**config.mk**
```make
export PLATFORM = sky130hd
export DESIGN_NAME = seq_player_flat
export DESIGN_NICKNAME = d
export VERILOG_FILES = /design/src/rtl/genius_pkg.sv /design/src/rtl/seq_player_if.sv /design/src/rtl/seq_player_tick_timer.sv /design/src/rtl/seq_player.sv /design/src/flat_wrapper.sv
export SDC_FILE = /design/constraint.sdc
export NUM_CORES = 1
export LEC_CHECK = 0
export ABC_AREA = 1
export CORE_MARGIN = 2
export CORE_UTILIZATION = 59
export CTS_BUF_LIST = sky130_fd_sc_hd__clkbuf_8
export CTS_CLUSTER_SIZE = 16
export DETAILED_ROUTE_END_ITERATION = 16
export PLACE_DENSITY = 0.84
export SLEW_MARGIN = 40
export SYNTH_ARGS = -nofsm -noshare
export SYNTH_HDL_FRONTEND = slang
export SYNTH_SLANG_ARGS = --single-unit
```
**constraint.sdc**
```tcl
create_clock -name CLOCK_50 -period 2.9 [get_ports CLOCK_50]
set_input_delay 0.58 -clock CLOCK_50 [delete_from_list [all_inputs] [get_ports CLOCK_50]]
set_output_delay 0.58 -clock CLOCK_50 [all_outputs]
set_load 0.02 [all_outputs]
```
**src/rtl/genius_pkg.sv**
```systemverilog
// Shared types and helpers for the Genius game datapath: game-wide constants,
// the sequence-player state encoding and the colour-symbol decoder.
package genius_pkg;

  localparam int unsigned SYM_W    = 2;
  localparam int unsigned N_ROUNDS = 16;

  typedef enum logic [2:0] {
    ST_IDLE,
    ST_ADDR,
    ST_DATA,
    ST_ON,
    ST_OFF,
    ST_DONE
  } player_state_t;

  // Colour symbol to one-hot LED pattern; also used by the user-entry comparator.
  function automatic logic [2**SYM_W-1:0] sym2onehot(input logic [SYM_W-1:0] sym);
    logic [2**SYM_W-1:0] oh;
    oh      = '0;
    oh[sym] = 1'b1;
    return oh;
  endfunction

endpackage

```
**src/rtl/seq_player_if.sv**
```systemverilog
// Bundle between the sequence player, the game controller (start/level,
// busy/end_FPGA), the sequence RAM (seq_addr/seq_data) and the LED outputs.
interface seq_player_if #(
  parameter int unsigned N_ROUNDS = 16,
  parameter int unsigned SYM_W    = 2
);

  localparam int unsigned ADDR_W = $clog2(N_ROUNDS);
  localparam int unsigned LVL_W  = ADDR_W + 1;

  logic                  start;
  logic [LVL_W-1:0]      level;
  logic [ADDR_W-1:0]     seq_addr;
  logic [SYM_W-1:0]      seq_data;
  logic [2**SYM_W-1:0]   leds;
  logic                  busy;
  logic                  end_FPGA;

  // Controller/RAM side.
  modport master (
    output start, level, seq_data,
    input  seq_addr, leds, busy, end_FPGA
  );

  // Player side.
  modport slave (
    input  start, level, seq_data,
    output seq_addr, leds, busy, end_FPGA
  );

endinterface

```
**src/rtl/seq_player_tick_timer.sv**
```systemverilog
// Loadable down-counter. A load of N raises done on the Nth cycle after the
// load edge, so an action taken at the next edge follows exactly N cycles.
module tick_timer #(
  parameter int unsigned W = 8
) (
  input  logic         clk,
  input  logic         reset,
  input  logic         load,
  input  logic [W-1:0] value,
  output logic         done
);

  logic [W-1:0] count;

  // Load wins over counting; count rests at zero once expired.
  always_ff @(posedge clk) begin
    if (!reset) begin
      count <= '0;
    end else if (load) begin
      count <= value;
    end else if (count != '0) begin
      count <= count - W'(1);
    end
  end

  assign done = (count == W'(1));

endmodule

```
**src/rtl/seq_player.sv**
```systemverilog
// Genius sequence player: on start, reads lvl symbols from the sequence RAM
// and shows each on the LEDs for ON_CYCLES followed by an OFF_CYCLES dark gap,
// then pulses end_FPGA for one cycle.
module seq_player #(
  parameter int unsigned N_ROUNDS   = genius_pkg::N_ROUNDS,
  parameter int unsigned SYM_W      = genius_pkg::SYM_W,
  parameter int unsigned ON_CYCLES  = 25_000_000,
  parameter int unsigned OFF_CYCLES = 12_500_000
) (
  input logic          CLOCK_50,
  input logic          reset,
  seq_player_if.slave  bus
);

  import genius_pkg::*;

  localparam int unsigned ADDR_W  = $clog2(N_ROUNDS);
  localparam int unsigned LVL_W   = ADDR_W + 1;
  localparam int unsigned MAX_CYC = (ON_CYCLES > OFF_CYCLES) ? ON_CYCLES : OFF_CYCLES;
  localparam int unsigned TW      = $clog2(MAX_CYC + 1);

  localparam logic [TW-1:0]    ON_TV  = TW'(ON_CYCLES);
  localparam logic [TW-1:0]    OFF_TV = TW'(OFF_CYCLES);
  localparam logic [LVL_W-1:0] LVL_MAX = LVL_W'(N_ROUNDS);

  player_state_t     state, state_next;
  logic [LVL_W-1:0]  lvl;
  logic [LVL_W-1:0]  level_clamped;
  logic [ADDR_W-1:0] idx;
  logic              last_sym;

  logic              capture;
  logic              addr_first;
  logic              addr_next;
  logic              leds_set;
  logic              leds_clear;
  logic              tmr_load;
  logic [TW-1:0]     tmr_value;
  logic              tmr_done;

  assign level_clamped = (bus.level > LVL_MAX) ? LVL_MAX : bus.level;
  assign last_sym      = ({1'b0, idx} == (lvl - LVL_W'(1)));

  tick_timer #(
    .W (TW)
  ) u_timer (
    .clk   (CLOCK_50),
    .reset (reset),
    .load  (tmr_load),
    .value (tmr_value),
    .done  (tmr_done)
  );

  // State register.
  always_ff @(posedge CLOCK_50) begin
    if (!reset) begin
      state <= ST_IDLE;
    end else begin
      state <= state_next;
    end
  end

  // Next-state and datapath control strobes.
  always_comb begin
    state_next = state;
    capture    = 1'b0;
    addr_first = 1'b0;
    addr_next  = 1'b0;
    leds_set   = 1'b0;
    leds_clear = 1'b0;
    tmr_load   = 1'b0;
    tmr_value  = '0;
    unique case (state)
      ST_IDLE: begin
        if (bus.start) begin
          capture = 1'b1;
          if (level_clamped == '0) begin
            state_next = ST_DONE;
          end else begin
            addr_first = 1'b1;
            state_next = ST_ADDR;
          end
        end
      end
      ST_ADDR: begin
        state_next = ST_DATA;
      end
      ST_DATA: begin
        leds_set   = 1'b1;
        tmr_load   = 1'b1;
        tmr_value  = ON_TV;
        state_next = ST_ON;
      end
      ST_ON: begin
        if (tmr_done) begin
          leds_clear = 1'b1;
          tmr_load   = 1'b1;
          tmr_value  = OFF_TV;
          state_next = ST_OFF;
        end
      end
      ST_OFF: begin
        if (tmr_done) begin
          if (last_sym) begin
            state_next = ST_DONE;
          end else begin
            addr_next  = 1'b1;
            state_next = ST_ADDR;
          end
        end
      end
      ST_DONE: begin
        state_next = ST_IDLE;
      end
      default: begin
        state_next = ST_IDLE;
      end
    endcase
  end

  // Level capture, symbol index, RAM address and LED register. The address is
  // loaded on entry to ADDR so the RAM samples it at the ADDR->DATA edge and
  // its data is ready to be decoded at the DATA->ON edge.
  always_ff @(posedge CLOCK_50) begin
    if (!reset) begin
      lvl          <= '0;
      idx          <= '0;
      bus.seq_addr <= '0;
      bus.leds     <= '0;
    end else begin
      if (capture) begin
        lvl <= level_clamped;
      end
      if (addr_first) begin
        idx          <= '0;
        bus.seq_addr <= '0;
      end else if (addr_next) begin
        idx          <= idx + ADDR_W'(1);
        bus.seq_addr <= idx + ADDR_W'(1);
      end
      if (leds_set) begin
        bus.leds <= sym2onehot(bus.seq_data);
      end else if (leds_clear) begin
        bus.leds <= '0;
      end
    end
  end

  assign bus.busy     = (state != ST_IDLE);
  assign bus.end_FPGA = (state == ST_DONE);

endmodule
```
**src/flat_wrapper.sv**
```systemverilog
// flat-port wrapper written by rule: the top's interface ports become plain ports
module seq_player_flat import genius_pkg::*;
#(
  parameter int unsigned N_ROUNDS   = genius_pkg::N_ROUNDS,
  parameter int unsigned SYM_W      = genius_pkg::SYM_W,
  parameter int unsigned ON_CYCLES  = 25_000_000,
  parameter int unsigned OFF_CYCLES = 12_500_000
)
  (CLOCK_50, reset, bus_start, bus_level, bus_seq_data, bus_seq_addr, bus_leds, bus_busy, bus_end_FPGA);
  seq_player_if #(.N_ROUNDS(N_ROUNDS), .SYM_W(SYM_W)) bus_i ();
  input logic CLOCK_50;
  input logic reset;
  input wire logic [$bits(bus_i.start)-1:0] bus_start;
  input wire logic [$bits(bus_i.level)-1:0] bus_level;
  input wire logic [$bits(bus_i.seq_data)-1:0] bus_seq_data;
  output wire logic [$bits(bus_i.seq_addr)-1:0] bus_seq_addr;
  output wire logic [$bits(bus_i.leds)-1:0] bus_leds;
  output wire logic [$bits(bus_i.busy)-1:0] bus_busy;
  output wire logic [$bits(bus_i.end_FPGA)-1:0] bus_end_FPGA;
  assign bus_i.start = bus_start;
  assign bus_i.level = bus_level;
  assign bus_i.seq_data = bus_seq_data;
  assign bus_seq_addr = bus_i.seq_addr;
  assign bus_leds = bus_i.leds;
  assign bus_busy = bus_i.busy;
  assign bus_end_FPGA = bus_i.end_FPGA;
  seq_player #(.N_ROUNDS(N_ROUNDS), .SYM_W(SYM_W), .ON_CYCLES(ON_CYCLES), .OFF_CYCLES(OFF_CYCLES)) u_core (.CLOCK_50(CLOCK_50), .reset(reset), .bus(bus_i));
endmodule
```
==> key figures <==
Logic synthesis
  – Post-Syn Area per Cell: 6.575 sq um
  – Number of enable flip-flop cells after synthesis: 0
  – Part of the Yosys area used for sequential elements: 0.3251
  – Proportion of register bits with asynchronous set or reset after synthesis: 0
  – Number of distinct library cell variants in the gate-level netlist after synthesis: 31
  – Prevailing post-synth register cell: dfxtp_1
  – Count of yosys warnings during synthesis: 0
  – Netlist area before placement: 2525 sq um
  – Number of cells produced by synthesis: 384
  – Post-synthesis register bit count: 41
  – Synth Net Count: 399

Global routing
  – Remaining Overflow, GRT: 0
  – Vias in the first global route: 2241
  – Largest net degree at the start of global routing: 19
  – Global-route wire length before repair: 9.963 mm
  – Number of antenna violations at the first check in global routing: 0
  – Total global-route track usage: 0.2550

CTS
  – CTS HTree Levels: 2
  – Number of post-CTS setup repair buffers: 0
  – Number of hold buffers added after CTS: 0
  – Clock Tree Buf Depth: 2
  – CTS tree: yes
  – Latest clock arrival within the worst-skew pair: 300 ps
  – Clock transition time at the flip-flop clock pins of the worst setup and hold paths: 80 ps
  – Clock tree root driver cell: clkbuf_8
  – Number of sinks on the clock net: 41
  – Clock buffer count from CTS: 5
  – Number of gates given a new drive strength after cts: 0

Timing
  – Final number of max-transition violations: 0
  – Endpoints failing hold: 0
  – Unrepaired setup endpoints after global routing: no
  – Number of setup violations in the final report: 0
  – Relative slew margins: 0.5353
  – Period Utilization, post-route: 0.7764
  – Maximum achievable frequency: 444.1 MHz
  – Fin crit period: 2252 ps
  – Final TNS setup: 0 ps
  – Transition at the pin with the smallest max-transition slack: 696.3 ps
  – Final Skew: 5.467 ps

Floorplan
  – Number of placed I/O pins: 20
  – Initial cell density of the core: 0.6223
  – Standard cell core area: 4058 sq um
  – Die span in x: 69.42 um
  – Height of the die: 69.42 um
  – Number of placement rows: 23
  – Total Die Area: 4819 sq um

Min path
  – Worst min-delay path class: reg2reg

Final layout
  – Area added between synthesis and finish: 12.78%
  – Most common cell after layout, fill and taps aside: nand2_1
  – Final Instance Area: 2848 sq um
  – Commonest cells after routing, fill and taps aside: nand2_1, nor2_1, inv_1
  – Diodes inserted: 0
  – Share of layout cells above drive strength 1: 0.1010
  – Nets: 420

Setup path
  – CP max FO: 5
  – Endpoint kind of the worst setup timing path: output port
  – Data arrival at the endpoint of the critical path: 1670 ps
  – Kind of launch point of the worst setup path: flop
  – Worst Path Required: 2320 ps
  – Worst Path Class, Setup: reg2out

Placed design
  – Final HPWL DP: 4.410 mm
  – Port Buffer Count: 19
  – Post-DP Area: 2746 sq um
  – Final weighted congestion of routability-driven global placement: 0.9335

Route
  – Overall via count from detail_route: 2482
  – Per-cell via count in the routed design: 5.443
  – Avg WL per Cell: 12.91 um
  – Remaining design rule violation count: 0
  – Antenna-violating nets left: 0
  – Number of iterations in the first detailed-routing pass: 5
  – Final wirelength: 5.887 mm
  – Drt initial violations: 251

Power and ir drop
  – Worst ir drop on vdd: 0.7091 mV
  – Leak Pwr: 1.275 nW
  – Power per cell area: 1145 nW/um^2

Run
  – Number of max-capacitance violations reported: 0

Outcome
  – Result of the run: complete, no violations
critical path, cell delays in order, from the launching register on:
cell and delay [ps]:
dfxtp_1 460, nor2_1 100, inv_1 80, nor2_1 50, inv_1 90, clkdlybuf4s50_1 610
sequential cells by signal, indices dropped and copies added (netlist names):
register              cells
u_core.bus.seq_addr       4
u_core.u_timer.count     25
u_core.lvl                5
u_core.bus.leds           4
u_core.state              3
final timing paths:
| kind | startpoint | end | slack, ps | cells after the start |
|---|---|---|---|---|
| worst min-delay path | u_core.bus.leds[2] | u_core.bus.leds[2] | 470 | 2 |
| worst max register to register | u_core.u_timer.count[17] | u_core.u_timer.count[9] | 1020 | 8 |
| worst min register to register | u_core.bus.leds[2] | u_core.bus.leds[2] | 470 | 2 |
| worst max-delay path | u_core.state[0] | bus_busy | 650 | 5 |
area by class of cell:
| cell class | count | area [sq um] |
|---|---|---|
| inverter | 47 | 177.7 |
| sequential | 41 | 820.8 |
| clock buffer | 7 | 96.34 |
| fill | 357 | 1210 |
| tap | 50 | 62.56 |
| timing repair buffer | 20 | 197.7 |
| multi-input combinational | 290 | 1488 |
| clock inverter | 1 | 5.005 |
cell usage after synthesis, drive strengths merged (2+ instances only):
master,number,area (sq um)
nand2,91,354.1
dfxtp,41,820.8
o21ai,14,70.06
buf,3,27.52
nor4,4,25.02
nor3,3,31.28
xor2,6,52.55
nor2,78,351.6
or2,2,12.51
nand3,28,145.1
xnor2,10,87.58
a21oi,35,186.4
clkbuf,3,11.26
inv,46,172.7
ha,5,62.56
nand4,12,90.09
through the flow:
step | util | power (W) | worst slack [ps] | hold WS (ps) | std cells
after floorplan | - | 0.002432 | 1408 | 444.3 | 384
after global placement | 0.6768 | 0.002764 | 817.9 | 450.9 | 448
after detailed placement | 0.6768 | 0.002815 | 768.0 | 455.7 | 448
after CTS | 0.7018 | 0.003232 | 643.8 | 467.3 | 456
after global routing | 0.7018 | 0.003560 | 549.5 | 481.2 | 456
final | 0.7018 | 0.003260 | 648.4 | 466.6 | 456
cells by family (layout without fill, tap and decap cells):
logic type,after synthesis,in the layout,share of synthesized area
xor gates and xnor gates,16,16,0.05550
DFF,41,41,0.3251
AOI/OAI and AO/OA,50,50,0.1065
buffers and inverters,53,75,0.08573
adders and majority gates,5,5,0.02478
and+or+nand+nor,219,219,0.4024
power by group:
| part | switching [W] | total [W] | leakage, nW | internal (W) |
|---|---|---|---|---|
| clock | 0.000200 | 0.000415 | 0.0542 | 0.000215 |
| sequential | 0.000180 | 0.000921 | 0.336 | 0.000740 |
| combinational | 0.00125 | 0.00192 | 0.885 | 0.000675 |
metal layers:
metal | up-vias | part of all wire | global-route usage | routed length, um
met5 | - | 0 | 0 | 0
met4 | 0 | 0.015 | 0.08279 | 89
met3 | 7 | 0.067 | 0.04360 | 396
met2 | 83 | 0.43 | 0.3942 | 2534
met1 | 1121 | 0.49 | 0.3611 | 2866
li1 | 1271 | - | - | -
No activity file was read; power rests on OpenSTA's default activity.
